<file path="src/rtl/fifo_axisx.sv">
// First-word-fall-through AXI4-Stream FIFO: single clock, synchronous active-low reset.
// Outputs are derived only from registered state, so no input-to-output combinational path exists.
module fifo_axisx #(
    parameter int DATA_WIDTH = 64,
    parameter int DEPTH      = 16
) (
    input  logic                  clk,
    input  logic                  resetn,
    input  logic                  s_axis_tvalid,
    output logic                  s_axis_tready,
    input  logic [DATA_WIDTH-1:0] s_axis_tdata,
    output logic                  m_axis_tvalid,
    input  logic                  m_axis_tready,
    output logic [DATA_WIDTH-1:0] m_axis_tdata
);

    localparam int AW = $clog2(DEPTH);
    localparam logic [AW:0]   FULL_COUNT = (AW + 1)'(DEPTH);
    localparam logic [AW:0]   COUNT_ONE  = (AW + 1)'(1);
    localparam logic [AW-1:0] PTR_ONE    = AW'(1);

    logic [DATA_WIDTH-1:0] mem [DEPTH];

    logic [AW-1:0] wr_ptr_reg;
    logic [AW-1:0] wr_ptr_next;
    logic [AW-1:0] rd_ptr_reg;
    logic [AW-1:0] rd_ptr_next;
    logic [AW:0]   count_reg;
    logic [AW:0]   count_next;
    logic          ready_reg;
    logic          ready_next;
    logic          push;
    logic          pop;

    // ready_reg is a registered copy of "not full" so it can also be forced low during reset.
    assign push = s_axis_tvalid && ready_reg;
    assign pop  = m_axis_tvalid && m_axis_tready;

    always_comb begin
        wr_ptr_next = wr_ptr_reg;
        rd_ptr_next = rd_ptr_reg;
        count_next  = count_reg;
        if (push) begin
            wr_ptr_next = wr_ptr_reg + PTR_ONE;
        end
        if (pop) begin
            rd_ptr_next = rd_ptr_reg + PTR_ONE;
        end
        if (push && !pop) begin
            count_next = count_reg + COUNT_ONE;
        end else if (pop && !push) begin
            count_next = count_reg - COUNT_ONE;
        end
        ready_next = (count_next != FULL_COUNT);
    end

    always_ff @(posedge clk) begin
        if (!resetn) begin
            wr_ptr_reg <= '0;
            rd_ptr_reg <= '0;
            count_reg  <= '0;
            ready_reg  <= 1'b0;
        end else begin
            wr_ptr_reg <= wr_ptr_next;
            rd_ptr_reg <= rd_ptr_next;
            count_reg  <= count_next;
            ready_reg  <= ready_next;
        end
    end

    // Storage is deliberately not reset; only the pointers define which entries are live.
    always_ff @(posedge clk) begin
        if (resetn && push) begin
            mem[wr_ptr_reg] <= s_axis_tdata;
        end
    end

    // A push never targets the head entry while it is valid, so the head word stays stable under backpressure.
    assign s_axis_tready = ready_reg;
    assign m_axis_tvalid = (count_reg != '0);
    assign m_axis_tdata  = m_axis_tvalid ? mem[rd_ptr_reg] : '0;

endmodule

</file>
<file path="config.mk">
export PLATFORM = sky130hd
export DESIGN_NAME = fifo_axisx
export DESIGN_NICKNAME = d
export VERILOG_FILES = /design/src/rtl/fifo_axisx.sv
export SDC_FILE = /design/constraint.sdc
export NUM_CORES = 1
export LEC_CHECK = 0
export CAP_MARGIN = 40
export CORE_ASPECT_RATIO = 0.8
export CORE_MARGIN = 4
export CORE_UTILIZATION = 47
export CTS_CLUSTER_SIZE = 40
export DETAILED_ROUTE_END_ITERATION = 6
export GPL_TIMING_DRIVEN = 0
export HOLD_SLACK_MARGIN = 0.1
export PLACE_DENSITY = 0.69
export SYNTH_ARGS = -nofsm -noshare
export SYNTH_HDL_FRONTEND = slang
export SYNTH_SLANG_ARGS = --single-unit
</file>
<file path="constraint.sdc">
create_clock -name clk -period 5.4 [get_ports clk]
set_input_delay 1.08 -clock clk [delete_from_list [all_inputs] [get_ports clk]]
set_output_delay 1.08 -clock clk [all_outputs]
set_load 0.05 [all_outputs]
</file>
* After elaboration in Yosys (flattened, before gate mapping)
Memories as Yosys holds them, arrays and structs flattened. A register that Yosys moved wholly into a read port is not among the register bits.
Cells that the tools add are included.
** Word-level totals
- Register bits after elaboration :: 14
- Latch bits :: 0
- Bits in writable memories :: 1024
- ROM bits :: 0
- Output and inout port bits :: 66
- Logic and storage cells :: 25
- Memories kept :: 1
** Memories
- mem :: depth 16, width 64, read ports 1, clocked after Yosys merged registers in 1, wr ports 1, line 22 : logic [DATA_WIDTH-1:0] mem [DEPTH];
** Cells by class
- Add/sub/neg operators :: 4
- Multiply operators :: 0
- Div/mod/pow operators :: 0
- $lt $le $gt $ge :: 0
- Equal/unequal tests :: 1
- Shift operators :: 0
- Multiplexer cells :: 7
- Bitwise logic cells :: 0
- Reduce and logical (&&, ||, !) cells :: 8
** Operators by type and width (count)
- $mux W64 :: 1
- $mux W5 :: 2
- $add A4 B1 Y4 const B :: 2
- $mux W4 :: 2
- $add A5 B1 Y5 const B :: 1
- $logic_and A1 B1 Y1 :: 5
- $ne A5 B5 Y1 const B :: 1
- $reduce_bool A5 Y1 :: 1
- $sub A5 B1 Y5 const B :: 1
- $logic_not A1 Y1 :: 2
- $mux W1 :: 2

* Depth between registers and ports, before layout
Gate-level depths: netlist of run 1.
- Depth after elaboration :: 6
- Gate-level depth with buffers :: 9
- Gate-level depth less buffers :: 7

* Worst setup path after synthesis of run 1
Ideal clock, no wire load.
- Path type :: input port to flip-flop
- Start point :: input resetn
- End point :: memory mem[0][0], enable pin
- Data arrival time :: 4.490 ns
- Required time :: 4.914 ns
- Setup slack :: 0.424 ns
- Stages on the path :: 3
- Buffers on the path :: 1
- Cells stage by stage :: clkbuf_1 -> or3b_2 -> nor2_1
** Between the ends
- Cells in the longest elaborated chain, start to end :: 3
** Ends and longest elaborated chain
- from (decl) :: line 8 : input logic resetn,
- $logic_and A1 B1 Y1 :: line 73 : if (resetn && push) begin
- $mux W1 :: line 73
- $mux W1 (not written as such) :: line 74 : mem[wr_ptr_reg] <= s_axis_tdata;
- to (decl) :: line 22
No other way between the ends.

==> results of run 1 <==
==> cells by family after synthesis <==
group | Yosys count | share of synthesized area (%)
adders and majority gates | 9 | 0.2702
AOI/OAI and AO/OA | 16 | 0.2702
DFF | 1042 | 78.13
buffers and inverters | 90 | 1.182
and+or+nand+nor | 125 | 1.775
xor gates and xnor gates | 10 | 0.2200
muxes | 322 | 18.15
==> how the worst max path moves through the flow <==
stage                       endpoint          start
floorplan                  mem[0][0]         resetn
global placement          mem[4][31]  s_axis_tvalid
detailed placement   m_axis_tdata[4]   count_reg[0]
CTS                 m_axis_tdata[56]       register
global route        m_axis_tdata[30]       register
finish              m_axis_tdata[23]       register
==> cell type report <==
class                           count  area, um2  share of cell area [%]
Antenna cell                        6      15.01                 0.03180
Clock inverter                     51      431.7                  0.9141
Tap cell                         1115       1395                   2.954
Inverter                            5      18.77                 0.03975
Clock buffer                      117       2512                   5.321
Sequential cell                  1042      31110                   65.88
Timing Repair Buffer              207       2922                   6.187
Buffer                             84      459.2                  0.9724
Multi-Input combinational cell    482       8357                   17.70
==> cells in the mapped netlist (all sizes together), types with 3 or more instances <==
| library cell | number |
|---|---|
| a21oi | 4 |
| and2 | 75 |
| buf | 44 |
| clkbuf | 41 |
| dfxtp | 18 |
| edfxtp | 1024 |
| ha | 7 |
| inv | 5 |
| mux4 | 320 |
| nand2 | 15 |
| nand3 | 3 |
| nand3b | 3 |
| nand4 | 3 |
| nor2 | 17 |
| xnor2 | 8 |
==> through the flow <==
step / util [%] / worst slack [ps] / hold slack [ps] / setup TNS, ps
6_report: 56.19 / 136.8 / 581.9 / 0
5_1_grt: 56.17 / 3.709 / 584.7 / 0
4_1_cts: 56.15 / 36.93 / 567.9 / 0
3_5_place_dp: 52.65 / 363.5 / 557.8 / 0
3_3_place_gp: 50.61 / -4065 / 509.9 / -3921500
2_1_floorplan: - / 423.9 / 488.8 / 0
==> layer usage <==
| metal | up-vias | GRT usage [%] |
|---|---|---|
| met4 | 6 | 5.255 |
| met3 | 148 | 4.651 |
| met2 | 856 | 34.41 |
| met5 | - | 0 |
| met1 | 9756 | 28.81 |
| li1 | 7558 | - |
==> power groups by stage <==
| stage | Sequential [mW] | Combinational (mW) | Clock [mW] |
|---|---|---|---|
| after global placement | 9.13 | 5.63 | 0 |
| after floorplan | 9.13 | 3.86 | 0 |
| after global routing | 8.96 | 5.98 | 6.96 |
| final | 8.96 | 5.64 | 6.47 |
| after detailed placement | 9.13 | 5.72 | 0 |
| after CTS | 8.96 | 5.74 | 6.58 |
==> what timing repair did <==
item,in CTS,in global routing
endpoints found under the setup margin,50,5
endpoints found under the hold margin,0,0
hold buffers,0,0
resized for setup,1,8
==> worst max-delay path, stage by stage, from the launching register on <==
cell,delay [ps]
dfxtp_1,390
clkbuf_1,440
buf_6,220
clkdlybuf4s15_1,660
mux4_2,420
mux4_2,480
and2_1,210
clkdlybuf4s50_1,710
==> impl_metrics.env, run 1 <==
export IMPL_synth_cells=1614
export IMPL_power_leakage_nw=14.27
export IMPL_setup_violations=0
export IMPL_cts_tree="done"
export IMPL_synthTopCellsByArea="edfxtp_1 (77%), mux4_2 (18%), and2_1 (1.2%)"
export IMPL_overflow=0
export IMPL_startpoint_type="register"
export IMPL_power_share_clock_pct=30.7
export IMPL_stdcell_area_um2=47220
export IMPL_violations="design-rule violations"
export IMPL_via_per_inst=5.894
export IMPL_power_share_combinational_pct=26.8
export IMPL_drt_iter0_drc=2251
export IMPL_place_hpwl_mm=58.14
export IMPL_largest_reg_flops=1024
export IMPL_p_int_mw=14.92
export IMPL_rsz0062_at_grt="false"
export IMPL_final_common_cell="edfxtp_1"
export IMPL_start_util_pct=47.38
export IMPL_final_setup_skew_ps=16.03
export IMPL_ys_ff_latch=1042
export IMPL_cts_root_buffer="clkbuf_16"
export IMPL_dieArea_um2=89470
export IMPL_yosysUniqueCellTypes=38
export IMPL_hp_class="reg2reg"
export IMPL_reg2reg_from="s_axis_tready"
export IMPL_core_um2=84040
export IMPL_rr_endpoint="mem[10][18]"
export IMPL_yosysSeqAreaShare_pct=78.13
export IMPL_fillers=5916
export IMPL_io_buffers=132
export IMPL_grt_max_degree=21
export IMPL_antenna_found_initial=7
export IMPL_routed_wl_met3_mm=8.023
export IMPL_worstSetupEndpointType="output port"
export IMPL_synthArstFlopShare_pct=0
export IMPL_grt_pass1_wl_mm=134.4
export IMPL_io_pins=134
export IMPL_synthFlopType="edfxtp_1"
export IMPL_cts_setup_buffers=0
export IMPL_synth_edff_count=1024
export IMPL_slew_headroom_pct=38.59
export IMPL_wirelength_mm=91.82
export IMPL_gp_congestion=0.7346
export IMPL_die_h_um=268.3
export IMPL_placedInstanceArea_um2=44240
export IMPL_swShare_pct=29.15
export IMPL_syn_area_per_cell_um2=24.67
export IMPL_fin_crit_ps=5263
export IMPL_yosysWarningCount=0
export IMPL_drv_slew=0
export IMPL_min_delay_path_depth=2
export IMPL_fmax_mhz=190.0
export IMPL_clockBufferDepth=3
export IMPL_grt_pass1_vias=19390
export IMPL_peakVddDrop_mv=0.5119
export IMPL_cp_arrival_ps=4180
export IMPL_route_detailed_drc=1
export IMPL_timing_final_crit_share_pct=97.47
export IMPL_drtAntennaViolNets=0
export IMPL_area_delta_synth_final_pct=18.59
export IMPL_pwr_share_seq_pct=42.5
export IMPL_wirelength_met1_mm=36.17
export IMPL_cts_made_buffers=94
export IMPL_worstPathRequired_ps=4320
export IMPL_clk_latency_ps=650
export IMPL_wl_per_cell_um=29.53
export IMPL_top_layer="met5"
export IMPL_fin_cells=3109
export IMPL_cap_viol_max_count=0
export IMPL_cts_sinks=1042
export IMPL_drt_first_pass_iters=7
export IMPL_cp_max_fo=10
export IMPL_total_power_mw=21.06
export IMPL_synth_nets=1689
export IMPL_nets=1991
export IMPL_synth_top_area_cell="edfxtp_1"
export IMPL_htreeDepth=3
export IMPL_min_from="wr_ptr_reg[1]"
export IMPL_met2WireLength_mm=45.59
export IMPL_status="finished with violations"
export IMPL_worst_slew_pin_slew_ps=921.1
export IMPL_r2r_cells=6
export IMPL_final_hold_viol_count=0
export IMPL_die_w_um=333.4
export IMPL_rrSetupSlack_ps=2420
export IMPL_min_to="wr_ptr_reg[1]"
export IMPL_drive_gt1_share_pct=28.87
export IMPL_power_density_nw_per_um2=446.1
export IMPL_place_inst=2935
export IMPL_path_clk_slew_ps=60
export IMPL_path_class="reg2out"
export IMPL_vias=18320
export IMPL_grt_use_total_pct=20.87
export IMPL_switchingPower_mw=6.141
export IMPL_layout_common_cells="edfxtp_1 (1024), mux4_2 (320), clkdlybuf4s50_1 (132)"
export IMPL_num_rows=95
export IMPL_netlist_area_leader_share_pct=77.23
export IMPL_synth_area_um2=39820
No activity file was read; power rests on OpenSTA's default activity.
==> inputs of run 2 (changes only) <==
Settings changed: CORE_UTILIZATION 47 to 35, PLACE_DENSITY 0.69 to 0.55.
==> impl_metrics.env, run 2 (synthesis gave the netlist of run 1 again) <==
export IMPL_wl_per_cell_um=27.94
export IMPL_placedInstanceArea_um2=45050
export IMPL_area_delta_synth_final_pct=21.55
export IMPL_final_hold_viol_count=0
export IMPL_pwr_share_seq_pct=41.1
export IMPL_path_class="reg2out"
export IMPL_power_share_clock_pct=32.7
export IMPL_vias=18360
export IMPL_drv_slew=0
export IMPL_io_buffers=132
export IMPL_num_rows=110
export IMPL_route_detailed_drc=0
export IMPL_path_clk_slew_ps=60
export IMPL_worstSetupEndpointType="output port"
export IMPL_cap_viol_max_count=0
export IMPL_clockBufferDepth=3
export IMPL_layout_common_cells="edfxtp_1 (1024), mux4_2 (320), clkdlybuf4s50_1 (123)"
export IMPL_cts_tree="done"
export IMPL_cp_arrival_ps=4160
export IMPL_grt_max_degree=20
export IMPL_start_util_pct=35.32
export IMPL_final_common_cell="edfxtp_1"
export IMPL_grt_pass1_vias=19300
export IMPL_total_power_mw=21.80
export IMPL_swShare_pct=28.91
export IMPL_largest_reg_flops=1024
export IMPL_wirelength_mm=98.82
export IMPL_place_inst=3351
export IMPL_p_int_mw=15.50
export IMPL_cts_root_buffer="clkbuf_16"
export IMPL_core_um2=112700
export IMPL_power_density_nw_per_um2=450.4
export IMPL_whs_ps=543.8
export IMPL_switchingPower_mw=6.301
export IMPL_status="finished clean"
export IMPL_drt_first_pass_iters=5
export IMPL_clk_latency_ps=670
export IMPL_gp_congestion=0.7350
export IMPL_setup_violations=0
export IMPL_cts_setup_buffers=0
export IMPL_place_hpwl_mm=64.80
export IMPL_dieArea_um2=119300
export IMPL_power_share_combinational_pct=26.2
export IMPL_dp_worst_setup_slack_ps=452.8
export IMPL_via_per_inst=5.191
export IMPL_overflow=0
export IMPL_final_setup_skew_ps=19.44
export IMPL_startpoint_type="register"
export IMPL_slew_headroom_pct=40.54
export IMPL_setup_slack_ps=162.1
export IMPL_die_w_um=385.1
export IMPL_worstPathRequired_ps=4320
export IMPL_drtAntennaViolNets=0
export IMPL_power_leakage_nw=14.69
export IMPL_fmax_mhz=190.9
export IMPL_cts_sinks=1042
export IMPL_worst_slew_pin_slew_ps=891.9
export IMPL_fillers=9527
export IMPL_cts_made_buffers=98
export IMPL_rsz0062_at_grt="false"
export IMPL_io_pins=134
export IMPL_drt_iter0_drc=1945
export IMPL_grt_use_total_pct=16.76
export IMPL_nets=2012
export IMPL_fin_cells=3537
export IMPL_peakVddDrop_mv=0.3614
export IMPL_fin_crit_ps=5238
export IMPL_timing_final_crit_share_pct=97.00
export IMPL_die_h_um=309.7
export IMPL_cp_max_fo=10
export IMPL_grt_pass1_wl_mm=141.3
export IMPL_stdcell_area_um2=48400
export IMPL_htreeDepth=3
export IMPL_antenna_found_initial=11
export IMPL_final_util_pct=42.94
export IMPL_hp_class="reg2reg"
export IMPL_fin_tns_setup_ps=0
export IMPL_drive_gt1_share_pct=30.38
==> run 2: cell count changes in the layout (fill, tap and decap cells not counted), sizes merged <==
cell           previous run  this run
clkinvlp                  3         7
clkdlybuf4s15             1         0
buf                     118       135
bufinv                    7        15
dlymetal6s2s              0         7
dlygate4sd2               0         2
diode                     6         7
clkdlybuf4s50           132       123
clkinv                   36        26
inv                      10         8
clkbuf                  157       171
==> run 2: power groups by stage <==
stage          registers, mW  logic (mW)  clock network (mW)
2_1_floorplan           9.13        3.86                   0
3_3_place_gp            9.13        5.78                   0
3_5_place_dp            9.13        5.87                   0
4_1_cts                 8.95        5.89                7.30
5_1_grt                 8.95        6.08                7.66
6_report                8.96        5.71                7.13
==> run 2: final timing paths <==
kind,from,to,slack [ps],cells past startpoint
setup / recovery,register,m_axis_tdata[11],160,7
setup reg to reg,s_axis_tready,mem[1][31],2380,7
hold / removal,wr_ptr_reg[1],wr_ptr_reg[1],540,2
hold reg to reg,wr_ptr_reg[1],wr_ptr_reg[1],540,2
==> run 2: area by class of cell <==
| type | instances | area (um2) | share of cell area, % |
|---|---|---|---|
| Timing Repair Buffer | 225 | 3238 | 6.691 |
| Antenna cell | 7 | 17.52 | 0.03619 |
| Buffer | 83 | 455.4 | 0.9410 |
| Clock buffer | 130 | 2666 | 5.509 |
| Sequential cell | 1042 | 31110 | 64.28 |
| Multi-Input combinational cell | 482 | 8357 | 17.27 |
| Clock inverter | 51 | 643.1 | 1.329 |
| Tap cell | 1512 | 1892 | 3.909 |
| Inverter | 5 | 18.77 | 0.03878 |
==> run 2: critical path, stage by stage (launching register included) <==
cell,delay (ps)
dfxtp_1,400
clkbuf_1,420
buf_6,220
buf_1,630
mux4_2,440
mux4_2,480
and2_1,170
clkdlybuf4s50_1,710
==> run 2: metal layers <==
metal / part of all wire, % / GRT usage (%) / vias to the layer above
met2: 50 / 28.15 / 575
li1: - / - / 7611
met4: 1.8 / 3.482 / 6
met1: 42 / 23.08 / 10030
met5: 0.045 / 0 / -
met3: 6.1 / 3.086 / 137
==> run 2: repair_timing <==
action                     4_1_cts  5_1_grt
resized for setup                8       14
pin swaps                        0        0
setup endpoints to repair       29       28
hold buffers                     0        0
